==> config.mk <==
export PLATFORM = sky130hd
export DESIGN_NAME = viterbi_decoder_flat
export DESIGN_NICKNAME = d
export VERILOG_FILES = /design/src/rtl/viterbi_pkg.sv /design/src/rtl/viterbi_decoder_if.sv /design/src/rtl/viterbi_acs_unit.sv /design/src/rtl/viterbi_decoder.sv /design/src/flat_wrapper.sv
export SDC_FILE = /design/constraint.sdc
export NUM_CORES = 1
export LEC_CHECK = 0
export ABC_AREA = 1
export CAP_MARGIN = 5
export CELL_PAD_IN_SITES_DETAIL_PLACEMENT = 0
export CELL_PAD_IN_SITES_GLOBAL_PLACEMENT = 1
export CORE_MARGIN = 4
export CORE_UTILIZATION = 50
export CTS_CLUSTER_SIZE = 12
export DETAILED_ROUTE_END_ITERATION = 8
export PLACE_DENSITY_LB_ADDON = 0.2
export SLEW_MARGIN = 20
export SYNTH_ARGS = -nofsm -noshare
export SYNTH_HDL_FRONTEND = slang
export SYNTH_SLANG_ARGS = --single-unit
==> constraint.sdc <==
create_clock -name clk -period 4.6 [get_ports clk]
set_clock_uncertainty 0.15 [all_clocks]
set_input_delay 1.15 -clock clk [delete_from_list [all_inputs] [get_ports clk]]
set_output_delay 1.15 -clock clk [all_outputs]
set_load 0.02 [all_outputs]
==> src/rtl/viterbi_pkg.sv <==
// viterbi_pkg: shared trellis constants, FSM encoding and code helpers
// for the rate-1/2 K=3 (111/101) convolutional code.
package viterbi_pkg;
    localparam int NUM_STATES = 4;
    localparam int PM_INF = 8;
    typedef enum logic [1:0] {ACS, TRACE, EMIT} state_t;
    function automatic logic [1:0] next_state(input logic [1:0] s, input logic u);
        return {u, s[1]};
    endfunction
    function automatic logic [1:0] exp_sym(input logic [1:0] s, input logic u);
        return {u ^ s[1] ^ s[0], u ^ s[0]};
    endfunction
    function automatic logic [1:0] hamming(input logic [1:0] a, input logic [1:0] b);
        return 2'(a[1] ^ b[1]) + 2'(a[0] ^ b[0]);
    endfunction
endpackage

==> src/rtl/viterbi_decoder_if.sv <==
// viterbi_decoder_if: symbol input handshake and decoded-bit output bundle.
interface viterbi_decoder_if;
    logic [1:0] sym_in;
    logic       sym_valid;
    logic       sym_ready;
    logic       bit_out;
    logic       bit_valid;
    logic       frame_done;
    logic       busy;
    modport master (output sym_in, sym_valid, input sym_ready, bit_out, bit_valid, frame_done, busy);
    modport slave  (input sym_in, sym_valid, output sym_ready, bit_out, bit_valid, frame_done, busy);
endinterface

==> src/rtl/viterbi_acs_unit.sv <==
// viterbi_acs_unit: add-compare-select for one trellis state; ties pick predecessor s0=0.
module viterbi_acs_unit #(
    parameter int PM_W = 6
) (
    input  logic [PM_W-1:0] i_pm0,
    input  logic [PM_W-1:0] i_pm1,
    input  logic [1:0]      i_bm0,
    input  logic [1:0]      i_bm1,
    output logic [PM_W-1:0] o_pm,
    output logic            o_dec
);
    logic [PM_W-1:0] w_c0;
    logic [PM_W-1:0] w_c1;
    assign w_c0  = i_pm0 + PM_W'(i_bm0);
    assign w_c1  = i_pm1 + PM_W'(i_bm1);
    assign o_dec = w_c1 < w_c0;
    assign o_pm  = o_dec ? w_c1 : w_c0;
endmodule

==> src/rtl/viterbi_decoder.sv <==
// viterbi_decoder: hard-decision Viterbi decoder, frame-based ACS, traceback from
// state 00, then serial emission of decoded bits oldest first.
module viterbi_decoder
    import viterbi_pkg::*;
#(
    parameter int FRAME_LEN = 6,
    parameter int PM_W      = 6
) (
    input  logic              clk,
    input  logic              reset,
    viterbi_decoder_if.slave  bus
);
    localparam int CW = $clog2(FRAME_LEN);
    localparam logic [CW-1:0] LAST = CW'(FRAME_LEN - 1);

    state_t                r_state, w_state;
    logic [CW-1:0]         r_cnt, w_cnt;
    logic [PM_W-1:0]       r_pm [NUM_STATES];
    logic [PM_W-1:0]       w_pm [NUM_STATES];
    logic [NUM_STATES-1:0] w_dec;
    logic [NUM_STATES-1:0] r_surv [FRAME_LEN];
    logic [FRAME_LEN-1:0]  r_dec;
    logic [1:0]            r_cur;
    logic r_ready, r_valid, r_bit, r_done, r_busy;
    logic w_acc, w_valid, w_bit, w_done;

    // next state {u,p} is reached from {p,0} and {p,1} with input u
    genvar n;
    for (n = 0; n < NUM_STATES; n++) begin : g_acs
        localparam logic       U  = 1'(n / 2);
        localparam logic [1:0] S0 = 2'(2 * (n % 2));
        localparam logic [1:0] S1 = 2'(2 * (n % 2) + 1);
        viterbi_acs_unit #(.PM_W(PM_W)) u_acs (
            .i_pm0 (r_pm[S0]),
            .i_pm1 (r_pm[S1]),
            .i_bm0 (hamming(bus.sym_in, exp_sym(S0, U))),
            .i_bm1 (hamming(bus.sym_in, exp_sym(S1, U))),
            .o_pm  (w_pm[n]),
            .o_dec (w_dec[n])
        );
    end

    always_comb begin
        w_state = r_state;
        w_cnt   = r_cnt;
        w_acc   = 1'b0;
        w_valid = 1'b0;
        w_bit   = 1'b0;
        w_done  = 1'b0;
        case (r_state)
            ACS: begin
                w_acc = bus.sym_valid && r_ready;
                if (w_acc) begin
                    w_state = r_cnt == LAST ? TRACE : ACS;
                    w_cnt   = r_cnt == LAST ? LAST : r_cnt + 1'b1;
                end
            end
            TRACE: begin
                w_state = r_cnt == '0 ? EMIT : TRACE;
                w_cnt   = r_cnt == '0 ? '0 : r_cnt - 1'b1;
                w_valid = r_cnt == '0;
                w_bit   = r_cnt == '0 && r_cur[1];
            end
            EMIT: begin
                w_state = r_cnt == LAST ? ACS : EMIT;
                w_cnt   = r_cnt == LAST ? '0 : r_cnt + 1'b1;
                w_valid = r_cnt != LAST;
                w_bit   = r_cnt != LAST && r_dec[r_cnt + 1'b1];
                w_done  = r_cnt != LAST && (r_cnt + 1'b1 == LAST);
            end
            default: w_state = ACS;
        endcase
    end

    always_ff @(posedge clk) begin
        if (reset) begin
            r_state <= ACS;
            r_cnt   <= '0;
            r_ready <= 1'b0;
            r_valid <= 1'b0;
            r_bit   <= 1'b0;
            r_done  <= 1'b0;
            r_busy  <= 1'b0;
            r_cur   <= '0;
        end else begin
            r_state <= w_state;
            r_cnt   <= w_cnt;
            r_ready <= w_state == ACS;
            r_valid <= w_valid;
            r_bit   <= w_bit;
            r_done  <= w_done;
            r_busy  <= w_state != ACS;
            if (w_acc) r_surv[r_cnt] <= w_dec;
            // traceback walks predecessors: {u,p} came from {p, decision}
            if (r_state == TRACE) begin
                r_dec[r_cnt] <= r_cur[1];
                r_cur        <= {r_cur[0], r_surv[r_cnt][r_cur]};
            end else begin
                r_cur <= '0;
            end
        end
    end

    always_ff @(posedge clk) begin
        if (reset || (r_state == EMIT && r_cnt == LAST)) begin
            for (int i = 0; i < NUM_STATES; i++) r_pm[i] <= i == 0 ? '0 : PM_W'(PM_INF);
        end else if (w_acc) begin
            r_pm <= w_pm;
        end
    end

    assign bus.sym_ready  = r_ready;
    assign bus.bit_out    = r_bit;
    assign bus.bit_valid  = r_valid;
    assign bus.frame_done = r_done;
    assign bus.busy       = r_busy;
endmodule

==> src/flat_wrapper.sv <==
// flat-port wrapper written by rule: the top's interface ports become plain ports
module viterbi_decoder_flat import viterbi_pkg::*;
#(
    parameter int FRAME_LEN = 6,
    parameter int PM_W      = 6
)
  (clk, reset, bus_sym_in, bus_sym_valid, bus_sym_ready, bus_bit_out, bus_bit_valid, bus_frame_done, bus_busy);
  viterbi_decoder_if bus_i ();
  input  logic clk;
  input  logic reset;
  input wire logic [$bits(bus_i.sym_in)-1:0] bus_sym_in;
  input wire logic [$bits(bus_i.sym_valid)-1:0] bus_sym_valid;
  output wire logic [$bits(bus_i.sym_ready)-1:0] bus_sym_ready;
  output wire logic [$bits(bus_i.bit_out)-1:0] bus_bit_out;
  output wire logic [$bits(bus_i.bit_valid)-1:0] bus_bit_valid;
  output wire logic [$bits(bus_i.frame_done)-1:0] bus_frame_done;
  output wire logic [$bits(bus_i.busy)-1:0] bus_busy;
  assign bus_i.sym_in = bus_sym_in;
  assign bus_i.sym_valid = bus_sym_valid;
  assign bus_sym_ready = bus_i.sym_ready;
  assign bus_bit_out = bus_i.bit_out;
  assign bus_bit_valid = bus_i.bit_valid;
  assign bus_frame_done = bus_i.frame_done;
  assign bus_busy = bus_i.busy;
  viterbi_decoder #(.FRAME_LEN(FRAME_LEN), .PM_W(PM_W)) u_core (.clk(clk), .reset(reset), .bus(bus_i));
endmodule
Word-level counts from Yosys, hierarchy flattened
Memory sizes are Yosys's and may differ from the RTL's. A register that Yosys moved wholly into a read port is not among the register bits.
Index checks and enable logic that the tools add are counted.
W data, S select, Z words.
{ "word_totals": {"register_bits": 42, "ramBits": 24, "elab_cells": 92, "n_memories": 1} }
{ "memory_table": {"columns": ["memory", "words", "width", "rd", "rd_ports_with_merged_regs", "wr", "line", "rtl"], "rows": [
  ["u_core.r_surv", 6, 4, 1, 1, 1, "viterbi_decoder.sv:21", "logic [NUM_STATES-1:0] r_surv [FRAME_LEN];"]
]} }
{ "op_classes": {"addsub": 14, "order_cmp": 8, "n_eq_ne": 6, "muxes": 29, "bitwise": 5, "reduce_logical": 16} }
{ "ops": {"columns": ["operator", "count"], "rows": [
  ["$add A6 B2 Y6", 8],
  ["$lt A6 B6 Y1", 4],
  ["$mux W6", 4],
  ["$mux W3", 6],
  ["$pmux W3 S3", 1],
  ["$add A1 B1 Y2", 4],
  ["$lt A3 B4 Y1 const B", 2],
  ["$mux W1", 8],
  ["$bwmux W6", 1],
  ["$eq A3 B3 Y1 const B", 2],
  ["$logic_and A1 B1 Y1", 6],
  ["$mux W2", 3],
  ["$pmux W2 S3", 1],
  ["$not A1 Y1", 5],
  ["$logic_not A2 Y1", 2],
  ["$pmux W1 S2", 2],
  ["$reduce_and A2 Y1", 2],
  ["$reduce_or A2 Y1", 2],
  ["$add A3 B1 Y3 const B", 1],
  ["$bmux W1 S3", 1],
  ["$demux W1 S3", 1],
  ["$ge A3 B1 Y1 const B", 1],
  ["$logic_not A3 Y1", 1],
  ["$lt A2 B3 Y1 const B", 1],
  ["9 further kinds", 9]
]} }

Depth between registers and ports, before layout
Gate-level depths: netlist of the first run.
{ "logic_depth": {"ltp_word": 6, "ltp_mapped": 21, "depth_no_buf": 21} }

Cells and area by module
A second synthesis of the first run with hierarchy kept.
{ "unflattened": {"cells_unflattened": 687, "area_unflattened_um2": 4976.0} }
{ "by_module_without_submodules": {"columns": ["mod", "n_inst", "cells_each", "area_each_um2", "seq_area_each_um2"], "rows": [
  ["viterbi_decoder", 1, 323, 2929.1, 1681.6],
  ["viterbi_acs_unit", 4, 91, 511.7, 0.0]
]} }

Worst setup path before layout of the first run
Ideal clock, no wire load.
{ "synth_path": {"path_kind": "in2reg", "start": "input port bus_sym_in[0]", "end": "register u_core.r_pm[12] (netlist bit)", "setup_time_ns": 0.110, "arrival_ns": 3.309, "path_slack_ns": 1.030, "path_stages": 20, "n_path_buf": 0, "cell_sequence": "inv_1 > ha_1 > inv_1 > ha_1 > ha_1 > inv_1 > nand2_1 > nand3_1 > xor2_1 > inv_1 > ha_1 > nand2_1 > a21oi_1 > nor2_1 > nand2_2 > inv_2 > nand2_1 > nand3_1 > nand3_1 > inv_1"} }
{ "synth_via": {"elab_chain_len": 5, "elab_cells_between_ends": 7, "classes_between": "4 x add/sub; 1 x order compare; 1 x mux; 1 x bitwise"} }
{ "synth_rtl": {"columns": ["item", "line", "rtl"], "rows": [
  ["start, declared", "flat_wrapper.sv:11", "input wire logic [$bits(bus_i.sym_in)-1:0] bus_sym_in;"],
  ["$not A1 Y1 (no source line)", null, null],
  ["$add A1 B1 Y2", "viterbi_pkg.sv:14", "return 2'(a[1] ^ b[1]) + 2'(a[0] ^ b[0]);"],
  ["$add A6 B2 Y6", "viterbi_acs_unit.sv:15", "assign w_c1 = i_pm1 + PM_W'(i_bm1);"],
  ["$lt A6 B6 Y1 *", "viterbi_acs_unit.sv:16", "assign o_dec = w_c1 < w_c0;"],
  ["named net u_core.g_acs[1].u_acs.o_dec", "viterbi_acs_unit.sv:10", "output logic o_dec"],
  ["$mux W6 *", "viterbi_acs_unit.sv:17", "assign o_pm = o_dec ? w_c1 : w_c0;"],
  ["end signal, assigned", "viterbi_decoder.sv:108", "r_pm <= w_pm;"],
  ["end, declared", "viterbi_decoder.sv:18", "logic [PM_W-1:0] r_pm [NUM_STATES];"]
]} }
Mark *: on every way through the listed nets, which the timed path passes. The rest lies on a longest branch.
A chain may end at the register's enable or synchronous reset.

Worst setup path after layout of the first run
{ "layout_path": {"start": "input port bus_sym_in[0]", "end": "register u_core.r_pm[2] (netlist bit)"} }
{ "layout_via": {"elab_chain_len": 5, "elab_cells_between_ends": 7, "classes_between": "4 x add/sub; 1 x order compare; 1 x mux; 1 x bitwise"} }
{ "layout_rtl": {"columns": ["item", "line", "rtl"], "rows": [
  ["$not A1 Y1 (no source line)", null, null],
  ["$add A1 B1 Y2", "viterbi_pkg.sv:14", null],
  ["$add A6 B2 Y6", "viterbi_acs_unit.sv:14", "assign w_c0 = i_pm0 + PM_W'(i_bm0);"],
  ["$lt A6 B6 Y1 *", "viterbi_acs_unit.sv:16", null],
  ["named net u_core.g_acs[3].u_acs.o_dec", "viterbi_acs_unit.sv:10", null],
  ["$mux W6 *", "viterbi_acs_unit.sv:17", null]
]} }
Marked as above.

==> results.md, run 1 <==
* Status: completed
* Worst Setup End Kind: flip-flop
* FILL cells at between 900 and 1,000
* Worst stage delay on the critical path at around 0.47 ns
* Final layout net count at ~760
* Combinational share of power at approximately a third
* Crit-path cells: clkdlybuf4s50_1 -> inv_1 -> ha_1 -> inv_1 -> ha_1 -> ha_1 -> inv_1 -> nand2_1 -> nand3_1 -> xor2_1 -> inv_1 -> ha_1 -> nand2_1 -> a21oi_1 -> nor2_1 -> nand2_2 -> inv_2 -> nand2_1 -> nand3_1 -> nand3_1 -> inv_1
* Clock-pin slew on the worst setup and hold paths at approximately 0.080 ns
* Ant. Diodes at 0
* Total Wirelength at 11,700 um
* Pre-antenna DRT Iters at 5
* Cell Int Power at roughly 1300 uW
* Post-synthesis cell count at about 690
* Vias per cell at ~5.2
* Yosys Warn Count at 0
* Worst endpoint required time at 4.75 ns
* First DRT Iteration DRCs at 368
* Commonest non-fill, non-tap cell in the layout: nand2_1
* Total congestion overflow at 0
* Chip Height at between 100 and 150 um
* R2R Setup Slk at 1.80 ns
* Flops & latches, synth at 69
* Distinct cell type count after synthesis at 33
* Final period util at between 90% and 100%
* DR vias at ~4,300
* Sw Pwr at about 760 uW
* # DRC at 0
* Final setup violation count at 0
* Sink Count at between 60 and 70
* Layout area overhead at 9.24%
* Worst reg2reg path depth at 18
* RSZ-0062 raised after global routing: false
* Critical path arrival at around 4.4 ns
* Syn nets at 747
* Termination of the worst setup path: u_core.r_pm[2]$_SDFFE_PP0P_
* CP dominant cell by count: inv_1
* Footprint of the multi-input gates at between 0.002 and 0.003 mm^2
* Crit Path Category: input pin to flip-flop
* Final Hold Vio Count at 0
* Peak supply drop at ~0.18 mV
* RR Startpoint: u_core.r_pm[13]$_SDFFE_PP0P_
* Min-delay worst type: flip-flop to flip-flop
* Initial antenna violation count at 0
* RR Endpoint: u_core.r_pm[11]$_SDFFE_PP0P_
* CP Launch Point: bus_sym_in[0]
* Net Sw Frac at between 30 and 40%
* Pin count of the biggest net entering global routing at 27
* Max_slew headroom at between 30% and 40%
* Root Driver: clkbuf_8
* Fmax achieved at 0.238 GHz
* CTS H-tree depth at 3
* Cell row count at 35
* Chip width at 107 um
* Sequential fraction of the synthesis area at 34.2%
* Async SR Flop Fraction at 0%
* Most used DFF post-synth: dfxtp_1
* Reg power frac at about 38%
* Avg Cell Area, Syn at roughly 7.1 um^2
* Register Area at roughly 0.0017 mm^2
* Share of layout cells above drive strength 1 at between 6 and 7%
* PD cells at 380 mW/mm^2
* Vias in the first global route at between 4,000 and 5,000
* Post-synth EDFFs at 30
* CTS tree: done
* First-pass GRT wire length at ~20,000 um
* Aggregate negative setup slack at 0 ns
* Max-cap violations at 0
* Hpwl dp at 8830 um
* CTS Buf Count at 9
* Avg WL per Cell at ~14 um
* Min cycle time layout at between 4 and 5 ns
* Routed Antenna Nets at 0
* Post-CTS Setup Bufs at 0
* Synth area leaders: edfxtp_1, dfxtp_1, nand2_1
* Clk pwr share at a little under a third
* Placeable Area at between 0.009 and 0.01 mm^2
* Cell area after synthesis at 0.00492 mm^2
* Hold Buf Count CTS at 0
* Port bufs at 9
* CP Max Fanout at 12
* Slowest-stage cell, CP: clkdlybuf4s50_1
* Gpl congestion at 0.961
* Yosys top cell by area: edfxtp_1
* Tot GR Track Use at 21.5%
* Die area at between 0.01 and 0.015 mm^2
* Worst setup SP type: input pin
* Max-slew violation count at 0
* Initial Util at 52.2%
* Slew @ Worst Pin at roughly 0.97 ns
* Hold WS at about 0.39 ns
* I/O pin count at 10
* Most frequent cells in the layout: nand2_1, inv_1, nand3_1
* CTS-repair resized insts at 0
* CTS Buffer Depth at 2
* Post-synth top area share at 18.3%
* Leak pwr at ~0.0027 uW
* Clk_lat worst skew at approximately 0.35 ns
-- state kept, by name, indices dropped and copies added (netlist names), named ones only --
| name | cells |
|---|---|
| u_core.r_dec | 6 |
| u_core.r_surv | 24 |
| u_core.bus.bit_out | 1 |
| u_core.r_pm | 24 |
| u_core.r_cnt | 3 |
| u_core.r_state | 2 |
| u_core.r_cur | 2 |
| u_core.bus.frame_done | 1 |
| u_core.bus.busy | 1 |
| u_core.bus.sym_ready | 1 |
| u_core.bus.bit_valid | 1 |
-- cells in the mapped netlist, types with 2 or more instances --
cell and count:
nand2_1 182, inv_1 109, nand3_1 100, ha_1 50, nor2_1 43, dfxtp_1 39, edfxtp_1 30, a21oi_1 28
xor2_1 22, nand4_1 12, o21ai_0 12, buf_2 10, inv_2 10, or2_2 8, nand2_2 5, and2_1 4
o21ai_1 4, o21bai_1 4, a31oi_1 3, clkinv_1 3, buf_4 2
-- how the worst min path moves through the flow --
stage,startpoint,to,slack (ns),cells after the start
2_1_floorplan,u_core.r_cur[0]$_SDFF_PN0_,u_core.r_cur[1]$_SDFF_PN0_,0.32,2
3_3_place_gp,u_core.r_cur[0]$_SDFF_PN0_,u_core.r_cur[1]$_SDFF_PN0_,0.35,2
3_5_place_dp,u_core.r_cur[0]$_SDFF_PN0_,u_core.r_cur[1]$_SDFF_PN0_,0.37,2
4_1_cts,u_core.r_cur[0]$_SDFF_PN0_,u_core.r_cur[1]$_SDFF_PN0_,0.39,2
5_1_grt,u_core.r_cur[0]$_SDFF_PN0_,u_core.r_cur[1]$_SDFF_PN0_,0.44,2
6_report,u_core.r_cur[0]$_SDFF_PN0_,u_core.r_cur[1]$_SDFF_PN0_,0.39,2
-- power by group through the flow --
stage	Combinational (uW)	Sequential (uW)	Clock [uW]
4_1_cts	643	769	636
3_3_place_gp	633	782	0
5_1_grt	738	777	662
3_5_place_dp	639	782	0
6_report	645	770	628
2_1_floorplan	497	753	0
-- cells by family (layout without fill, tap and decap cells) --
family                     count (synthesis)  in the layout  share of synthesized area [%]
AOI/OAI and AO/OA                         58             58                           6.64
and+or+nand+nor                          356            356                           31.4
buffers and inverters                    136            151                           10.8
DFF                                       69             69                           34.2
adders and majority gates                 50             50                           12.7
xor gates and xnor gates                  23             23                           4.25
-- area by class of cell --
class                      count  area share, %
clock buffer                   9           2.31
clock inverter                 7           2.26
inverter                     122           8.53
multi-input combinational    487           50.4
sequential                    69           31.3
tap                          129           3.00
timing repair buffer          13           2.24
-- layer usage --
metal / GRT usage [%] / routed length [um] / up-vias
met5: 0 / 0 / -
met3: 3.37 / 517 / 10
met4: 4.84 / 140 / 0
li1: - / - / 2234
met2: 35.5 / 5410 / 97
met1: 29.6 / 5630 / 1981
-- critical path, delay by kind of cell --
| kind | cells | cell delay [ns] |
|---|---|---|
| adder cells (fa/ha/maj) | 4 | 1.11 |
| buffers and inverters | 7 | 1.06 |
| AND/OR/NAND/NOR | 8 | 0.73 |
| XOR/XNOR | 1 | 0.26 |
| AO/OA/AOI/OAI | 1 | 0.05 |
-- per-stage QoR --
step	cells	total power [uW]	instance area, um^2	setup slack, ns	util [%]
finish	836	2040	5370	0.393	57.0
floorplan	692	1250	4920	1.03	-
global route	836	2180	5370	0.0756	57.0
detailed placement	820	1420	5130	0.0376	54.4
CTS	836	2050	5370	0.400	57.0
global placement	820	1410	5130	0.0730	54.4
No activity file was read; power rests on OpenSTA's default activity.
==> run 2: changes to the inputs <==
Settings changed: CORE_UTILIZATION 50 to 46.
Clock period 4.6 ns to 4.5 ns, I/O delays scaled along.
==> run 2 against run 1 <==
  * Worst hold slack improved by 0.0043 ns
  * Clock power down 2%
  * Sequential share of layout area fell by 0.15 points
  * Clock-buffer cell count rose by 1
  * Utilization is 5.0 points lower
  * Non-clock buffer count rose by 3
  * Die area is 8.0% higher
  * Power up 1.0%
  * Largest cell class unchanged
  * Highest routed layer unchanged
==> results.md, run 2 (synthesis gave the netlist of run 1 again) <==
* Final period util at 91.8%
* Max-cap violations at 0 (unchanged)
* CTS-repair resized insts at 0 (unchanged)
* Finished Cell Area at 0.00540 mm^2 (+0.47%)
* CTS tree: done
* CTS Buffer Depth at 2 (unchanged)
* Worst endpoint required time at 4.65 ns (-0.10 ns)
* Final Hold Vio Count at 0 (unchanged)
* I/O pin count at 10 (unchanged)
* Die area at 0.0124 mm^2 (+8.0%)
* Hold EP: u_core.r_cur[1]$_SDFF_PN0_
* Final worst slack at 0.370 ns (-0.0234 ns)
* Ant. Diodes at 0 (unchanged)
* Dpl ws at -0.0723 ns (-0.110 ns)
* Placeable Area at 0.0104 mm^2 (+10%)
* Gpl congestion at 0.826 (-14%)
* Slew @ Worst Pin at 0.468 ns (-0.498 ns)
* # DRC at 0 (unchanged)
* Pre-antenna DRT Iters at 5 (unchanged)
* Tot GR Track Use at 19.2% (-2.3 points)
* Clk_lat worst skew at 0.35 ns (about the same)
* Biggest regs: u_core.r_pm x24, u_core.r_surv x24, u_core.r_dec x6
* Sink Count at 69 (unchanged)
* First DRT Iteration DRCs at 244 (-34%)
* RR Startpoint: u_core.r_pm[7]$_SDFFE_PP0P_
* First-pass GRT wire length at 19,400 um (-1.1%)
* Crit Path Category: input pin to flip-flop
* Critical path arrival at 4.28 ns (-0.08 ns)
* Final setup violation count at 0 (unchanged)
* Avg WL per Cell at 13.7 um (-2.3%)
* Hold-critical path depth at 2 (unchanged)
* Final layout net count at 760 (+0.40%)
* Status: completed
* Placed inst area at 0.00516 mm^2 (+0.61%)
* Max-slew violation count at 0 (unchanged)
* R2R Setup Slk at 1.71 ns (-0.09 ns)
* Chip width at 111 um (+3.9%)
* Root Driver: clkbuf_8
* Cell Count, Final, Fillers Out at 846 (+1.2%)
* Layout Utilization at 52.0% (-5.0 points)
* Aggregate negative setup slack at 0 ns (unchanged)
* Min cycle time layout at 4.13 ns
* Min-delay worst type: flip-flop to flip-flop
* RR Endpoint: u_core.r_pm[17]$_SDFFE_PP0P_
* Initial Util at 47.4% (-4.8 points)
* DR vias at 4,265 (-1.3%)
* Worst setup SP type: input pin
* Clock-pin slew on the worst setup and hold paths at 0.08 ns (about the same)
* DP Cell Count at 830 (+1.2%)
* Layout area overhead at 9.75%
* PD cells at 382 mW/mm^2 (+0.53%)
* Max_slew headroom at 68.8% (+33 points)
* Peak supply drop at 0.174 mV (-2.1%)
* Share of layout cells above drive strength 1 at 6.76% (+0.25 points)
* RSZ-0062 raised after global routing: false
* Hpwl dp at 8820 um (about the same)
* Chip Height at 111 um (+3.9%)
* Port bufs at 9 (unchanged)
* Vias per cell at 5.04 (-2.5%)
* Post-CTS Setup Bufs at 0 (unchanged)
* Worst reg2reg path depth at 19 (+1)
* Initial antenna violation count at 0 (unchanged)
* CP Max Fanout at 12 (unchanged)
* Total Wirelength at 11,600 um (-1.2%)
* Pin count of the biggest net entering global routing at 27 (unchanged)
* Leak pwr at 0.00267 uW (+0.27%)
* CTS Buf Count at 9 (unchanged)
* Commonest non-fill, non-tap cell in the layout: nand2_1
* Hold Crit Start: u_core.r_cur[0]$_SDFF_PN0_
* Fmax achieved at 0.242 GHz
* Routed Antenna Nets at 0 (unchanged)
* Hold Buf Count CTS at 0 (unchanged)
* Total congestion overflow at 0 (unchanged)
* Most frequent cells in the layout: nand2_1, inv_1, nand3_1
* Vias in the first global route at 4,023 (-1.4%)
* Worst Setup End Kind: flip-flop
* Cell row count at 37 (+5.7%)
* CTS H-tree depth at 3 (unchanged)
run 2: cell count changes in the layout (fill, tap and decap cells not counted):
cell and change:
inv_6 -2, clkbuf_1 +1, clkinvlp_4 +1, buf_4 +3
run 2: power by group:
| part | internal, uW | switching, uW |
|---|---|---|
| sequential | 729 | 53.2 |
| combinational | 222 | 441 |
| clock | 368 | 250 |
run 2: metrics by stage:
step	power (uW)	hold WS (ns)
2_1_floorplan	1280	0.323
3_3_place_gp	1450	0.375
3_5_place_dp	1460	0.384
4_1_cts	2080	0.393
5_1_grt	2210	0.401
6_report	2060	0.391
run 2: worst max-delay path: stages:
cell and delay [ns]:
clkdlybuf4s50_1 0.48, inv_1 0.09, ha_1 0.35, inv_1 0.12, ha_1 0.28, ha_1 0.18, inv_1 0.03, nand2_1 0.10
nand3_1 0.09, xor2_1 0.25, ha_1 0.27, nand2_1 0.09, a21oi_1 0.04, nor2_1 0.11, nand2_2 0.13, inv_2 0.21
nand3_1 0.12, nand3_1 0.09, nand2_1 0.05, inv_1 0.04
run 2: area by class of cell:
cell class / count / area [um^2]
Tap cell: 136 / 170
Clock buffer: 10 / 128
Timing Repair Buffer: 16 / 143
Inverter: 122 / 458
Fill cell: 1042 / 4970
Multi-Input combinational cell: 487 / 2710
Sequential cell: 69 / 1680
Clock inverter: 6 / 111
run 2: worst max path at each step:
stage / start / to / slack (ns) / cells after the start
after CTS: bus_sym_in[0] / u_core.r_pm[14]$_SDFFE_PP0P_ / 0.30 / 20
after detailed placement: bus_sym_in[0] / u_core.r_pm[12]$_SDFFE_PP0P_ / -0.07 / 20
after global placement: bus_sym_in[0] / u_core.r_pm[13]$_SDFFE_PP0P_ / -0.03 / 20
after global routing: bus_sym_in[0] / u_core.r_pm[0]$_SDFFE_PP0P_ / 0.08 / 21
after floorplan: bus_sym_in[0] / u_core.r_pm[12]$_SDFFE_PP0P_ / 0.96 / 20
final: bus_sym_in[0] / u_core.r_pm[17]$_SDFFE_PP0P_ / 0.37 / 20
run 2: routing by layer:
layer  wire length (um)  GRT usage (%)  share of wire [%]  vias to the layer above
met3                451           3.32                3.9                       19
met1               5590           25.8                 48                     1920
met2               5280           31.4                 46                       81
met4                240           6.57                2.1                        0
li1                   -              -                  -                     2245
met5                  0              0                  0                        -
==> run 3: changes to the inputs <==
Settings changed: CORE_MARGIN 4 to 2.
==> run 3 against run 2 <==
  * Utilization fell by 0.34 points
  * Sequential share of layout area rose by 0.20 points
  * Clock power fell by 8.3%
  * Clock-buffer cell count did not move
  * Highest routed layer unchanged
  * Sequential power barely moved
  * Largest power group unchanged
  * Global-route usage rose by 1.9 points
==> results.md, run 3 (synthesis gave the netlist of run 1 again) <==
* First DRT Iteration DRCs at 256 (+4.9%)
* Hold WS at 0.391 ns (-0.000133 ns)
* Ant. Diodes at 0 (unchanged)
* Slowest-stage cell, CP: clkdlybuf4s50_1
* Clk_lat worst skew at 0.35 ns (about the same)
* FILL cells at 1,032 (-0.96%)
* RSZ-0062 raised after global routing: false
* Final setup violation count at 0 (unchanged)
* Chip width at 107 um (-3.6%)
* CTS H-tree depth at 3 (unchanged)
* Post-CTS Setup Bufs at 0 (unchanged)
* Hold-critical path depth at 2 (unchanged)
* Combinational share of power at 32.9% (+0.8 points)
* Placeable Area at 0.0104 mm^2 (unchanged)
* Layout area overhead at 9.03%
* Avg WL per Cell at 13.4 um (-1.6%)
* Clk pwr share at 28.2% (-1.8 points)
* Hold Crit Start: u_core.r_cur[0]$_SDFF_PN0_
* Sink Count at 69 (unchanged)
* Tot GR Track Use at 21.1% (+1.9 points)
* Min cycle time layout at 4.11 ns (-0.0200 ns)
* Fmax achieved at 0.243 GHz (+0.49%)
* Critical Path Stages at 21 (+5.0%)
* First-pass GRT wire length at 19,100 um (-1.7%)
* CP Max Fanout at 12 (unchanged)
* Max_slew headroom at 33.8% (-35 points)
* CTS Buffer Depth at 2 (unchanged)
* DR vias at 4,252 (-0.30%)
* Min-delay worst type: flip-flop to flip-flop
* Final Hold Vio Count at 0 (unchanged)
* Cell row count at 37 (unchanged)
* Worst Setup End Kind: flip-flop
* Port bufs at 9 (unchanged)
* RR Startpoint: u_core.r_pm[7]$_SDFFE_PP0P_
* Register Area at 0.00168 mm^2 (unchanged)
* Worst reg2reg path depth at 19 (unchanged)
* Critical path arrival at 4.21 ns (-0.07 ns)
* CTS tree: done
* Die area at 0.0115 mm^2 (-7.1%)
* Initial Util at 47.4% (unchanged)
* Worst setup SP type: input pin
* Reg power frac at 38.9% (+1.0 points)
* CTS Buf Count at 9 (unchanged)
* Max-cap violations at 0 (unchanged)
* Final layout net count at 758 (-0.26%)
* Peak supply drop at 0.168 mV (-3.1%)
* CP dominant cell by count: inv_1
* Clock-pin slew on the worst setup and hold paths at 0.08 ns (about the same)
* Leak pwr at 0.00265 uW (-0.87%)
* Top delay family on crit path: adder cells
* Pre-antenna DRT Iters at 5 (unchanged)
* Slew @ Worst Pin at 0.993 ns (+0.525 ns)
* Cell Int Power at 1260 uW (-4.6%)
* Chip Height at 107 um (-3.6%)
* Max-slew violation count at 0 (unchanged)
* Crit-path cells: clkdlybuf4s50_1 -> inv_1 -> ha_1 -> inv_1 -> ha_1 -> ha_1 -> inv_1 -> nand2_1 -> nand3_1 -> xor2_1 -> inv_1 -> ha_1 -> nand2_1 -> a21oi_1 -> nor2_1 -> nand2_2 -> inv_4 -> nand2_1 -> nand3_1 -> nand3_1 -> inv_1
* Aggregate negative setup slack at 0 ns (unchanged)
* Initial antenna violation count at 0 (unchanged)
* Share of layout cells above drive strength 1 at 6.50% (-0.26 points)
* Gpl congestion at 0.857 (+3.8%)
* R2R Setup Slk at 1.73 ns (+0.02 ns)
* I/O pin count at 10 (unchanged)
* Net Sw Frac at 37.3% (+1.3 points)
* Total congestion overflow at 0 (unchanged)
* Biggest regs: u_core.r_pm x24, u_core.r_surv x24, u_core.r_dec x6
* # DRC at 0 (unchanged)
* Crit path buf inv count at 7 (+1)
* Commonest non-fill, non-tap cell in the layout: nand2_1
* Footprint of the multi-input gates at 0.00271 mm^2 (unchanged)
* RR Endpoint: u_core.r_pm[0]$_SDFFE_PP0P_
* Worst stage delay on the critical path at 0.48 ns (about the same)
* Vias in the first global route at 4,015 (-0.20%)
* Hpwl dp at 8600 um (-2.5%)
* Root Driver: clkbuf_8
* Routed Antenna Nets at 0 (unchanged)
* Final period util at 91.3% (-0.44 points)
* Crit Path Category: input pin to flip-flop
* Total Wirelength at 11,300 um (-1.9%)
* Sw Pwr at 750 uW (+0.84%)
* Status: completed
* Pin count of the biggest net entering global routing at 36 (+33%)
* Hold EP: u_core.r_cur[1]$_SDFF_PN0_
* PD cells at 375 mW/mm^2 (-2.0%)
* Vias per cell at 5.04 (about the same)
* Worst endpoint required time at 4.60 ns (-0.05 ns)
* Most frequent cells in the layout: nand2_1, inv_1, nand3_1
[run 3: cell count changes in the layout (fill, tap and decap cells not counted), sizes merged]
cell	before	now
bufinv	3	2
buf	7	5
clkinvlp	1	2
[run 3: cell type report]
class | count | area share, %
Sequential cell | 69 | 31.4
Multi-Input combinational cell | 487 | 50.5
Inverter | 122 | 8.59
Tap cell | 136 | 3.17
Timing Repair Buffer | 14 | 2.38
Clock inverter | 6 | 1.66
Clock buffer | 10 | 2.38
[run 3: layer usage]
layer  GRT usage (%)  vias up  routed length, um
met5               0        -                  0
met4            7.14        0                153
met3            3.51       11                389
met2            35.8       80               5440
met1            27.3     1921               5370
li1                -     2240                  -
[run 3: how the worst max path moves through the flow]
stage	startpoint	endpoint	slack, ns
final	bus_sym_in[1]	u_core.r_pm[0]$_SDFFE_PP0P_	0.39
after global routing	bus_sym_in[0]	u_core.r_pm[0]$_SDFFE_PP0P_	0.03
after CTS	bus_sym_in[1]	u_core.r_pm[0]$_SDFFE_PP0P_	0.33
after detailed placement	bus_sym_in[1]	u_core.r_pm[0]$_SDFFE_PP0P_	-0.01
after global placement	bus_sym_in[0]	u_core.r_pm[5]$_SDFFE_PP0P_	0.05
after floorplan	bus_sym_in[0]	u_core.r_pm[12]$_SDFFE_PP0P_	0.96
[run 3: through the flow]
step	utilization [%]	cell area, um^2	worst slack, ns	std cells	power (uW)
after floorplan	-	4920	0.955	692	1280
after global placement	49.6	5140	0.0472	828	1440
after detailed placement	49.6	5140	-0.0137	828	1450
after CTS	51.7	5360	0.328	844	2020
after global routing	51.7	5360	0.0268	844	2160
final	51.7	5360	0.390	844	2010
[run 3: power by group through the flow]
stage	Clock (uW)	Sequential (uW)	Combinational (uW)
floorplan	0	769	508
global placement	0	795	647
detailed placement	0	795	653
CTS	578	782	657
global route	603	789	766
finish	567	782	660
[run 3: worst min-delay path, cell delays in order (launching register included)]
cell	delay (ns)
dfxtp_1	0.32
inv_1	0.11
nor2_1	0.06
[run 3: timing repair]
item                       CTS  global route
setup endpoints to repair    0             3
gates resized for setup      0             2
hold buffers                 0             0
